File: config.mk
export PLATFORM = sky130hd
export DESIGN_NAME = sseg_scan_driver
export DESIGN_NICKNAME = d
export VERILOG_FILES = /design/src/rtl/sseg_pkg.sv /design/src/rtl/sseg_pulse_div.sv /design/src/rtl/sseg_scan_driver.sv
export SDC_FILE = /design/constraint.sdc
export NUM_CORES = 1
export LEC_CHECK = 0
export ABC_AREA = 0
export CORE_MARGIN = 2
export CORE_UTILIZATION = 52
export CTS_CLUSTER_DIAMETER = 30
export CTS_CLUSTER_SIZE = 40
export DETAILED_ROUTE_END_ITERATION = 12
export PLACE_DENSITY = 0.74
export SYNTH_ARGS = -nofsm -noshare
export SYNTH_HDL_FRONTEND = slang
export SYNTH_SLANG_ARGS = --single-unit
File: constraint.sdc
create_clock -name clk -period 2.37 [get_ports clk]
set_input_delay 0.3555 -clock clk [delete_from_list [all_inputs] [get_ports clk]]
set_output_delay 0.3555 -clock clk [all_outputs]
set_load 0.1 [all_outputs]
File: src/rtl/sseg_pkg.sv
// Shared types and constants for the two-digit 7-segment scan driver.
// Pure declarations: no latency, no flow control.
package sseg_pkg;

  typedef enum logic [2:0] {
    ST_OFF,
    ST_SHOW_FIRST,
    ST_BLANK_A,
    ST_SHOW_SECOND,
    ST_BLANK_B
  } state_t;

  localparam logic [6:0] SEG_BLANK = 7'h7F;
  localparam logic [3:0] AN_OFF    = 4'hF;
  localparam logic [3:0] AN_TENS   = 4'b1101;
  localparam logic [3:0] AN_UNITS  = 4'b1110;

  // Counter width for a modulo-n count, never narrower than one bit.
  function automatic int cnt_width(input int n);
    return (n > 1) ? $clog2(n) : 1;
  endfunction

endpackage

File: src/rtl/sseg_pulse_div.sv
// Wrapping counter: tc is high on the cycle the count equals last; count wraps to 0 on that edge.
// Synchronous clear wins over counting; no backpressure.
module sseg_pulse_div
  import sseg_pkg::*;
#(
  parameter int DIV = 2,
  localparam int W = cnt_width(DIV)
) (
  input  logic         clk,
  input  logic         reset,
  input  logic         en,
  input  logic         clr,
  input  logic [W-1:0] last,
  output logic         tc
);

  logic [W-1:0] cnt;

  assign tc = en && (cnt == last);

  always_ff @(posedge clk or posedge reset) begin
    if (reset) begin
      cnt <= '0;
    end else if (clr) begin
      cnt <= '0;
    end else if (en) begin
      cnt <= tc ? '0 : cnt + W'(1);
    end
  end

endmodule

File: src/rtl/sseg_scan_driver.sv
// Time-multiplexes two captured 7-seg patterns onto a shared cathode bus with blanking and blink.
// seg/an registered, updated on the edge that enters a state; no backpressure (free-running scan).
module sseg_scan_driver
  import sseg_pkg::*;
#(
  parameter int CLK_HZ       = 100_000_000,
  parameter int SCAN_HZ      = 1000,
  parameter int BLANK_CYCLES = 16,
  parameter int BLINK_HZ     = 2
) (
  input  logic       clk,
  input  logic       reset,
  input  logic       enable,
  input  logic       blink,
  input  logic [6:0] ssegFirst,
  input  logic [6:0] ssegSecond,
  output logic [6:0] seg,
  output logic [3:0] an,
  output logic       frame_tick
);

  localparam int DWELL = CLK_HZ / SCAN_HZ;
  localparam int HALF  = CLK_HZ / (2 * BLINK_HZ);
  localparam int TMAX  = (DWELL > BLANK_CYCLES) ? DWELL : BLANK_CYCLES;
  localparam int TW    = cnt_width(TMAX);
  localparam int BW    = cnt_width(HALF);

  state_t     state, nxt;
  logic       ttc, btc;
  logic [TW-1:0] tlast;
  logic       capture;
  logic [6:0] shadow_first, shadow_second;
  logic       phase_on, phase_nxt;
  logic [6:0] seg_d;
  logic [3:0] an_d;

  // One timer serves both dwell and blank; its terminal value follows the current state.
  assign tlast = (state == ST_SHOW_FIRST || state == ST_SHOW_SECOND) ?
                 TW'(DWELL - 1) : TW'(BLANK_CYCLES - 1);

  sseg_pulse_div #(.DIV(TMAX)) u_scan_timer (
    .clk   (clk),
    .reset (reset),
    .en    (state != ST_OFF),
    .clr   ((state == ST_OFF) || !enable),
    .last  (tlast),
    .tc    (ttc)
  );

  sseg_pulse_div #(.DIV(HALF)) u_blink_timer (
    .clk   (clk),
    .reset (reset),
    .en    (blink),
    .clr   (!blink),
    .last  (BW'(HALF - 1)),
    .tc    (btc)
  );

  always_ff @(posedge clk or posedge reset) begin
    if (reset) begin
      state <= ST_OFF;
    end else begin
      state <= nxt;
    end
  end

  always_comb begin
    nxt = state;
    if (!enable) begin
      nxt = ST_OFF;
    end else begin
      case (state)
        ST_OFF:         nxt = ST_SHOW_FIRST;
        ST_SHOW_FIRST:  if (ttc) nxt = ST_BLANK_A;
        ST_BLANK_A:     if (ttc) nxt = ST_SHOW_SECOND;
        ST_SHOW_SECOND: if (ttc) nxt = ST_BLANK_B;
        ST_BLANK_B:     if (ttc) nxt = ST_SHOW_FIRST;
        default:        nxt = ST_OFF;
      endcase
    end
  end

  assign capture   = (nxt == ST_SHOW_FIRST) && (state != ST_SHOW_FIRST);
  assign phase_nxt = !blink ? 1'b1 : (btc ? !phase_on : phase_on);

  // Outputs are precomputed from the next state so they switch on the entering edge.
  always_comb begin
    seg_d = SEG_BLANK;
    an_d  = AN_OFF;
    case (nxt)
      ST_SHOW_FIRST: begin
        seg_d = capture ? ssegFirst : shadow_first;
        an_d  = AN_TENS;
      end
      ST_SHOW_SECOND: begin
        seg_d = shadow_second;
        an_d  = AN_UNITS;
      end
      default: begin
        seg_d = SEG_BLANK;
        an_d  = AN_OFF;
      end
    endcase
    if (!phase_nxt) begin
      seg_d = SEG_BLANK;
      an_d  = AN_OFF;
    end
  end

  always_ff @(posedge clk or posedge reset) begin
    if (reset) begin
      shadow_first  <= SEG_BLANK;
      shadow_second <= SEG_BLANK;
    end else if (capture) begin
      shadow_first  <= ssegFirst;
      shadow_second <= ssegSecond;
    end
  end

  always_ff @(posedge clk or posedge reset) begin
    if (reset) begin
      seg      <= SEG_BLANK;
      an       <= AN_OFF;
      phase_on <= 1'b1;
    end else begin
      seg      <= seg_d;
      an       <= an_d;
      phase_on <= phase_nxt;
    end
  end

  // Decoded purely from registered state; an aborted frame never reaches this cycle.
  assign frame_tick = (state == ST_BLANK_B) && ttc;

endmodule

==> impl_metrics.env, run 1 <==
export IMPL_path_delay_family="simple AND/OR/NAND/NOR gates"
export IMPL_cts_root_buf="clkbuf_8"
export IMPL_finalSetupViolations=0
export IMPL_rsz0062_at_grt="yes"
export IMPL_r2r_cells=8
export IMPL_drtPass1Iterations=6
export IMPL_clk_latency_ns=0.33
export IMPL_row_count=29
export IMPL_drive_gt1_share_pct=25.6
export IMPL_synth_area_leaders="dfrtp_1 (34%), dfstp_2 (19%), xor2_1 (5.8%)"
export IMPL_worstPathRequired_ns=2.01
export IMPL_syn_cell_area_mm2=0.00331
export IMPL_pin_count=30
export IMPL_crit_fanout=2
export IMPL_r2r_end="shadow_second[5]"
export IMPL_area_growth_syn_to_layout_pct=21.1
export IMPL_fmax_mhz=429
export IMPL_r2r_start="u_scan_timer.cnt[9]"
export IMPL_yosys_area_top_type="dfrtp_1"
export IMPL_antenna_found_initial=0
export IMPL_irDropWorstVdd_mv=0.611
export IMPL_gp_congestion=0.819
export IMPL_synth_commonest_cells="nor2_1 (48), dfrtp_1 (45), nand2_1 (25)"
export IMPL_synth_top_area_share_pct=34.0
export IMPL_drcViolationCount=0
export IMPL_synth_edf_count=0
export IMPL_holdWs_ns=0.327
export IMPL_via_per_inst=5.39
export IMPL_arrival_ns=1.98
export IMPL_ant_nets=0
export IMPL_power_density_mw_per_mm2=621
export IMPL_fin_cells=436
export IMPL_ys_flop_type="dfrtp_1"
export IMPL_chipWidth_um=83.8
export IMPL_cts_path_max_buffers=2
export IMPL_dp_cells=415
export IMPL_crit_path_end_kind="primary output"
export IMPL_synth_avg_cell_area_um2=10.8
export IMPL_min_path_type="input port to async pin"
export IMPL_fp_coreArea_mm2=0.00624
export IMPL_tightest_slew_ns=1.21
export IMPL_path_clk_slew_ns=0.07
export IMPL_grt_pass1_wl_um=10900
export IMPL_post_route_period_util_pct=98.4
export IMPL_port_buffers=27
export IMPL_p_leak_uw=0.00168
export IMPL_synth_cells=306
export IMPL_crit_slowest_cell="or4_4"
export IMPL_yosys_warnings=0
export IMPL_synth_async_sr_flop_share_pct=100
export IMPL_synth_seq_cells=69
export IMPL_fin_crit_ns=2.33
export IMPL_vias=2350
export IMPL_wl_um=6130
export IMPL_grt_max_degree=54
export IMPL_cts_buffers=9
export IMPL_cts_tree="done"
export IMPL_drv_cap=0
export IMPL_hold_buffers=0
export IMPL_grtUsageTotal_pct=19.4
export IMPL_clock_sinks=69
export IMPL_initial_core_util_pct=53.1
export IMPL_yosysSeqAreaShare_pct=53.0
export IMPL_dpl_hpwl_um=4200
export IMPL_yosysMostFrequentCell="nor2_1"
export IMPL_die_h_um=83.8
export IMPL_relSlewSlack_pct=19.4
export IMPL_hold_violations=0
export IMPL_slew_viol_final=0
export IMPL_layout_nets=374
export IMPL_pre_cts_ws_ns=-0.0355
export IMPL_status="finished clean"
export IMPL_path_buf_inv=1
export IMPL_path_cells="or4_4, nor4_4, o21a_1, and3_4, buf_12"
export IMPL_grt_pass1_vias=2472
export IMPL_avgRoutedWirePerCell_um=14.1
export IMPL_setup_slack_ns=0.0376
export IMPL_fin_skew_ns=0.0109
export IMPL_first_iter_violations=128
export IMPL_diodes=0
export IMPL_max_stage_delay_ns=0.55
export IMPL_total_power_uw=2490
export IMPL_critPathLaunchType="register"
export IMPL_die_area_mm2=0.00703
export IMPL_h_tree_depth=3
export IMPL_overflow=0
export IMPL_rrSetupSlack_ns=0.08
export IMPL_yosysUniqueCellTypes=43
export IMPL_design_area_mm2=0.00401
export IMPL_criticalPathCategory="register to primary output"
export IMPL_placed_area_mm2=0.00375
==> timing repair <==
action	in CTS	in global routing
pin swaps	2	3
setup buffers	2	3
endpoints found under the setup margin	1	23
gates resized for setup	1	7
==> routing by layer <==
layer | global-route usage (%) | wire length, µm | vias to the layer above
met1 | 25.1 | 2840 | 1157
met3 | 5.64 | 146 | 10
li1 | - | - | 1146
met5 | 0 | 0 | -
met4 | 7.62 | 92 | 0
met2 | 30.9 | 3050 | 37
==> flip-flops by register name (all words and copies together), names as in the netlist <==
name	flops
phase_on	1
shadow_first	7
u_blink_timer.cnt	25
state	3
shadow_second	7
u_scan_timer.cnt	17
an	2
seg	7
==> worst max path at each step <==
stage,to,cells past startpoint,from
detailed placement,seg[3],7,blink
global placement,seg[5],7,blink
global route,frame_tick,5,u_scan_timer.cnt[9]
finish,frame_tick,5,u_scan_timer.cnt[9]
CTS,frame_tick,5,u_scan_timer.cnt[9]
floorplan,shadow_first[0],8,u_scan_timer.cnt[4]
==> layout make-up <==
cell class,instances,area [µm²]
timing repair buffer,47,424
multi-input combinational,223,1530
fill,489,2230
inverter,4,15.0
tap,77,96.3
clock inverter,4,47.5
clock buffer,12,145
sequential,69,1760
==> cells by family after synthesis <==
| group | share of synthesized area (%) |
|---|---|
| AOI/OAI and AO/OA | 4.95 |
| xor gates and xnor gates | 10.3 |
| adders and majority gates | 0.755 |
| buffers and inverters | 2.19 |
| DFF | 53.0 |
| muxes | 7.21 |
| other | 0.113 |
| and+or+nand+nor | 21.5 |
==> where the power goes <==
part	leakage [µW]	internal, µW	total (µW)	switching, µW
Sequential	0.000876	1260	1290	27.6
Combinational	0.000709	101	279	178
Clock	0.0000964	512	922	410
==> cells in the final DEF, fill, tap and decap left out, types with 3 or more instances in the layout <==
cell type,count
nor2_1,48
dfrtp_1,45
buf_4,27
nand2_1,25
dfstp_2,24
xor2_1,22
clkdlybuf4s50_1,17
xnor2_1,15
nand3_1,13
nand4_1,11
and3_1,10
clkbuf_8,10
mux2_1,9
o211ai_1,8
mux2i_1,7
mux2_2,6
and2_1,4
o21ai_0,4
inv_1,3
nor2b_1,3
nor3_1,3
and3_4,3
or3_1,3
a21oi_1,3
==> metrics by stage <==
step	util, %	TNS, ns
floorplan	-	0
global placement	60.0	-0.0776
detailed placement	60.0	-0.203
CTS	63.4	-0.240
global route	64.3	-0.308
finish	64.3	0
==> worst reg2reg max path, cell delays in order (launching register included) <==
cell	delay, ns
dfrtp_1	0.38
or4_4	0.55
nor4_4	0.19
buf_4	0.17
o21ai_2	0.09
nand2_1	0.14
and3_4	0.20
buf_4	0.15
mux2_2	0.35
Note: power is estimated with default switching activity, not from simulation.
==> run 2, diff against run 1 <==
--- a/config.mk
+++ b/config.mk
@@ -6,6 +6,8 @@
 export NUM_CORES = 1
 export LEC_CHECK = 0
 export ABC_AREA = 0
+export ABC_CLOCK_PERIOD_IN_PS = 2370
+export CAP_MARGIN = 20
 export CORE_MARGIN = 2
 export CORE_UTILIZATION = 52
 export CTS_CLUSTER_DIAMETER = 30
@@ -15,3 +17,4 @@
 export SYNTH_ARGS = -nofsm -noshare
 export SYNTH_HDL_FRONTEND = slang
 export SYNTH_SLANG_ARGS = --single-unit
+export TNS_END_PERCENT = 100
==> run 2 against run 1 <==
Via count rose by 0.34%. Design area grew 0.19%. Worst setup slack got worse by 0.00094 ns. First-iteration DRC count increased by 5.5%. Clock skew about the same. Wire length is 0.38% lower. Sequential power is essentially flat. Worst hold slack got worse by 0.0036 ns. Sequential share of layout area fell by 0.082 points. Register-to-register slack about the same. Clock power is essentially flat. Die area unchanged. Critical path type unchanged. Largest power group unchanged.
==> impl_metrics.env, run 2 (same netlist as run 1, synthesis figures left out) <==
export IMPL_status="finished clean"
export IMPL_cts_tree="done"
export IMPL_p_leak_uw=0.00169
export IMPL_fill_cells=488
export IMPL_most_common_layout_cells="nor2_1 (48), dfrtp_1 (45), buf_4 (28), nand2_1 (25), dfstp_2 (24)"
export IMPL_slew_viol_final=0
export IMPL_ant_nets=0
export IMPL_vias=2358
export IMPL_largest_reg_flops=25
export IMPL_drv_cap=0
export IMPL_area_growth_syn_to_layout_pct=21.3
export IMPL_clk_latency_ns=0.34
export IMPL_final_common_cell="nor2_1"
export IMPL_hold_buffers=0
export IMPL_wl_um=6100
export IMPL_criticalPathCategory="register to primary output"
export IMPL_grtUsageTotal_pct=19.4
export IMPL_row_count=29
export IMPL_reg_top3="u_blink_timer.cnt x25, u_scan_timer.cnt x17"
export IMPL_diodes=0
export IMPL_grt_pass1_wl_um=10900
export IMPL_cts_path_max_buffers=2
export IMPL_fp_coreArea_mm2=0.00624
export IMPL_setup_tns_ns=0
export IMPL_gp_congestion=0.819
export IMPL_hold_violations=0
export IMPL_overflow=0
export IMPL_finalSetupViolations=0
export IMPL_via_per_inst=5.40
export IMPL_grt_max_degree=54
export IMPL_fin_skew_ns=0.0110
export IMPL_clock_sinks=69
export IMPL_die_h_um=83.8
export IMPL_total_power_uw=2490
export IMPL_port_buffers=27
export IMPL_post_route_period_util_pct=98.5
export IMPL_holdWs_ns=0.324
export IMPL_cts_buffers=9
export IMPL_power_density_mw_per_mm2=620
export IMPL_crit_fanout=2
export IMPL_first_iter_violations=135
export IMPL_drtPass1Iterations=4
export IMPL_dpl_hpwl_um=4200
export IMPL_die_area_mm2=0.00703
export IMPL_chipWidth_um=83.8
export IMPL_drive_gt1_share_pct=25.8
export IMPL_avgRoutedWirePerCell_um=14.0
export IMPL_path_clk_slew_ns=0.07
export IMPL_cts_root_buf="clkbuf_8"
export IMPL_initial_core_util_pct=53.1
export IMPL_rsz0062_at_grt="yes"
export IMPL_pin_count=30
export IMPL_max_flop_register="u_blink_timer.cnt"
export IMPL_worstPathRequired_ns=2.01
export IMPL_fmax_mhz=429
export IMPL_rrSetupSlack_ns=0.09
export IMPL_irDropWorstVdd_mv=0.612
export IMPL_antenna_found_initial=0
export IMPL_fin_crit_ns=2.33
export IMPL_fin_util_pct=64.4
export IMPL_critPathLaunchType="register"
export IMPL_h_tree_depth=3
export IMPL_drcViolationCount=0
export IMPL_grt_pass1_vias=2472
export IMPL_arrival_ns=1.98
export IMPL_layout_nets=375
export IMPL_min_path_type="input port to async pin"
export IMPL_crit_path_end_kind="primary output"
[run 2: changes by cell type in the layout (fill, tap and decap cells not counted)]
cell   delta
buf_4     +1
[run 2: worst paths after layout]
kind / startpoint / to / cells past startpoint
max in group asynchronous: reset / seg[5] / 3
max: u_scan_timer.cnt[9] / frame_tick / 5
max reg2reg: u_scan_timer.cnt[9] / shadow_second[5] / 8
min: reset / u_blink_timer.cnt[18] / 2
min reg2reg: u_scan_timer.cnt[0] / u_scan_timer.cnt[0] / 1
min in group clk: u_scan_timer.cnt[0] / u_scan_timer.cnt[0] / 1
[run 2: what timing repair did]
action	in CTS	in global routing
setup buffers	2	3
endpoints found under the hold margin	0	0
pin swaps	2	3
gates resized for setup	1	7
endpoints found under the setup margin	1	23
[run 2: final cells by class]
type	count	area (µm²)	area share, %
Tap cell	77	96.3	2.40
Clock buffer	12	145	3.61
Sequential cell	69	1760	43.7
Multi-Input combinational cell	223	1530	38.0
Inverter	4	15.0	0.373
Timing Repair Buffer	48	432	10.7
Clock inverter	4	47.5	1.18
[run 2: where the power goes]
group | total, µW | leakage, µW | switching [µW] | internal [µW]
Combinational | 280 | 0.000714 | 178 | 102
Sequential | 1290 | 0.000876 | 27.8 | 1260
Clock | 922 | 0.0000964 | 410 | 512
[run 2: per-stage QoR]
stage | setup WS (ns) | instance area [µm²] | cells
after floorplan | 0.144 | 3320 | 307
after global placement | -0.0176 | 3750 | 415
after detailed placement | -0.0355 | 3750 | 415
after CTS | -0.0869 | 3960 | 433
after global routing | -0.0602 | 4020 | 437
final | 0.0367 | 4020 | 437
[run 2: worst max-delay path, stage by stage (launching register included)]
cell and delay, ns:
dfrtp_1 0.38, or4_4 0.54, nor4_4 0.18, o21a_1 0.17, and3_4 0.20, buf_12 0.17
[run 2: per-layer routing]
| metal | up-vias | global-route usage, % | part of all wire (%) |
|---|---|---|---|
| li1 | 1149 | - | - |
| met1 | 1164 | 25.1 | 45 |
| met2 | 39 | 30.9 | 51 |
| met3 | 6 | 5.64 | 3.3 |
| met4 | 0 | 7.62 | 0.97 |
| met5 | - | 0 | 0 |
==> run 3, diff against run 2 <==
--- a/config.mk
+++ b/config.mk
@@ -6,7 +6,6 @@
 export NUM_CORES = 1
 export LEC_CHECK = 0
 export ABC_AREA = 0
-export ABC_CLOCK_PERIOD_IN_PS = 2370
 export CAP_MARGIN = 20
 export CORE_MARGIN = 2
 export CORE_UTILIZATION = 52
==> results of run 3 <==
Same layout as run 2: the final DEF is identical, and so are final timing and power.
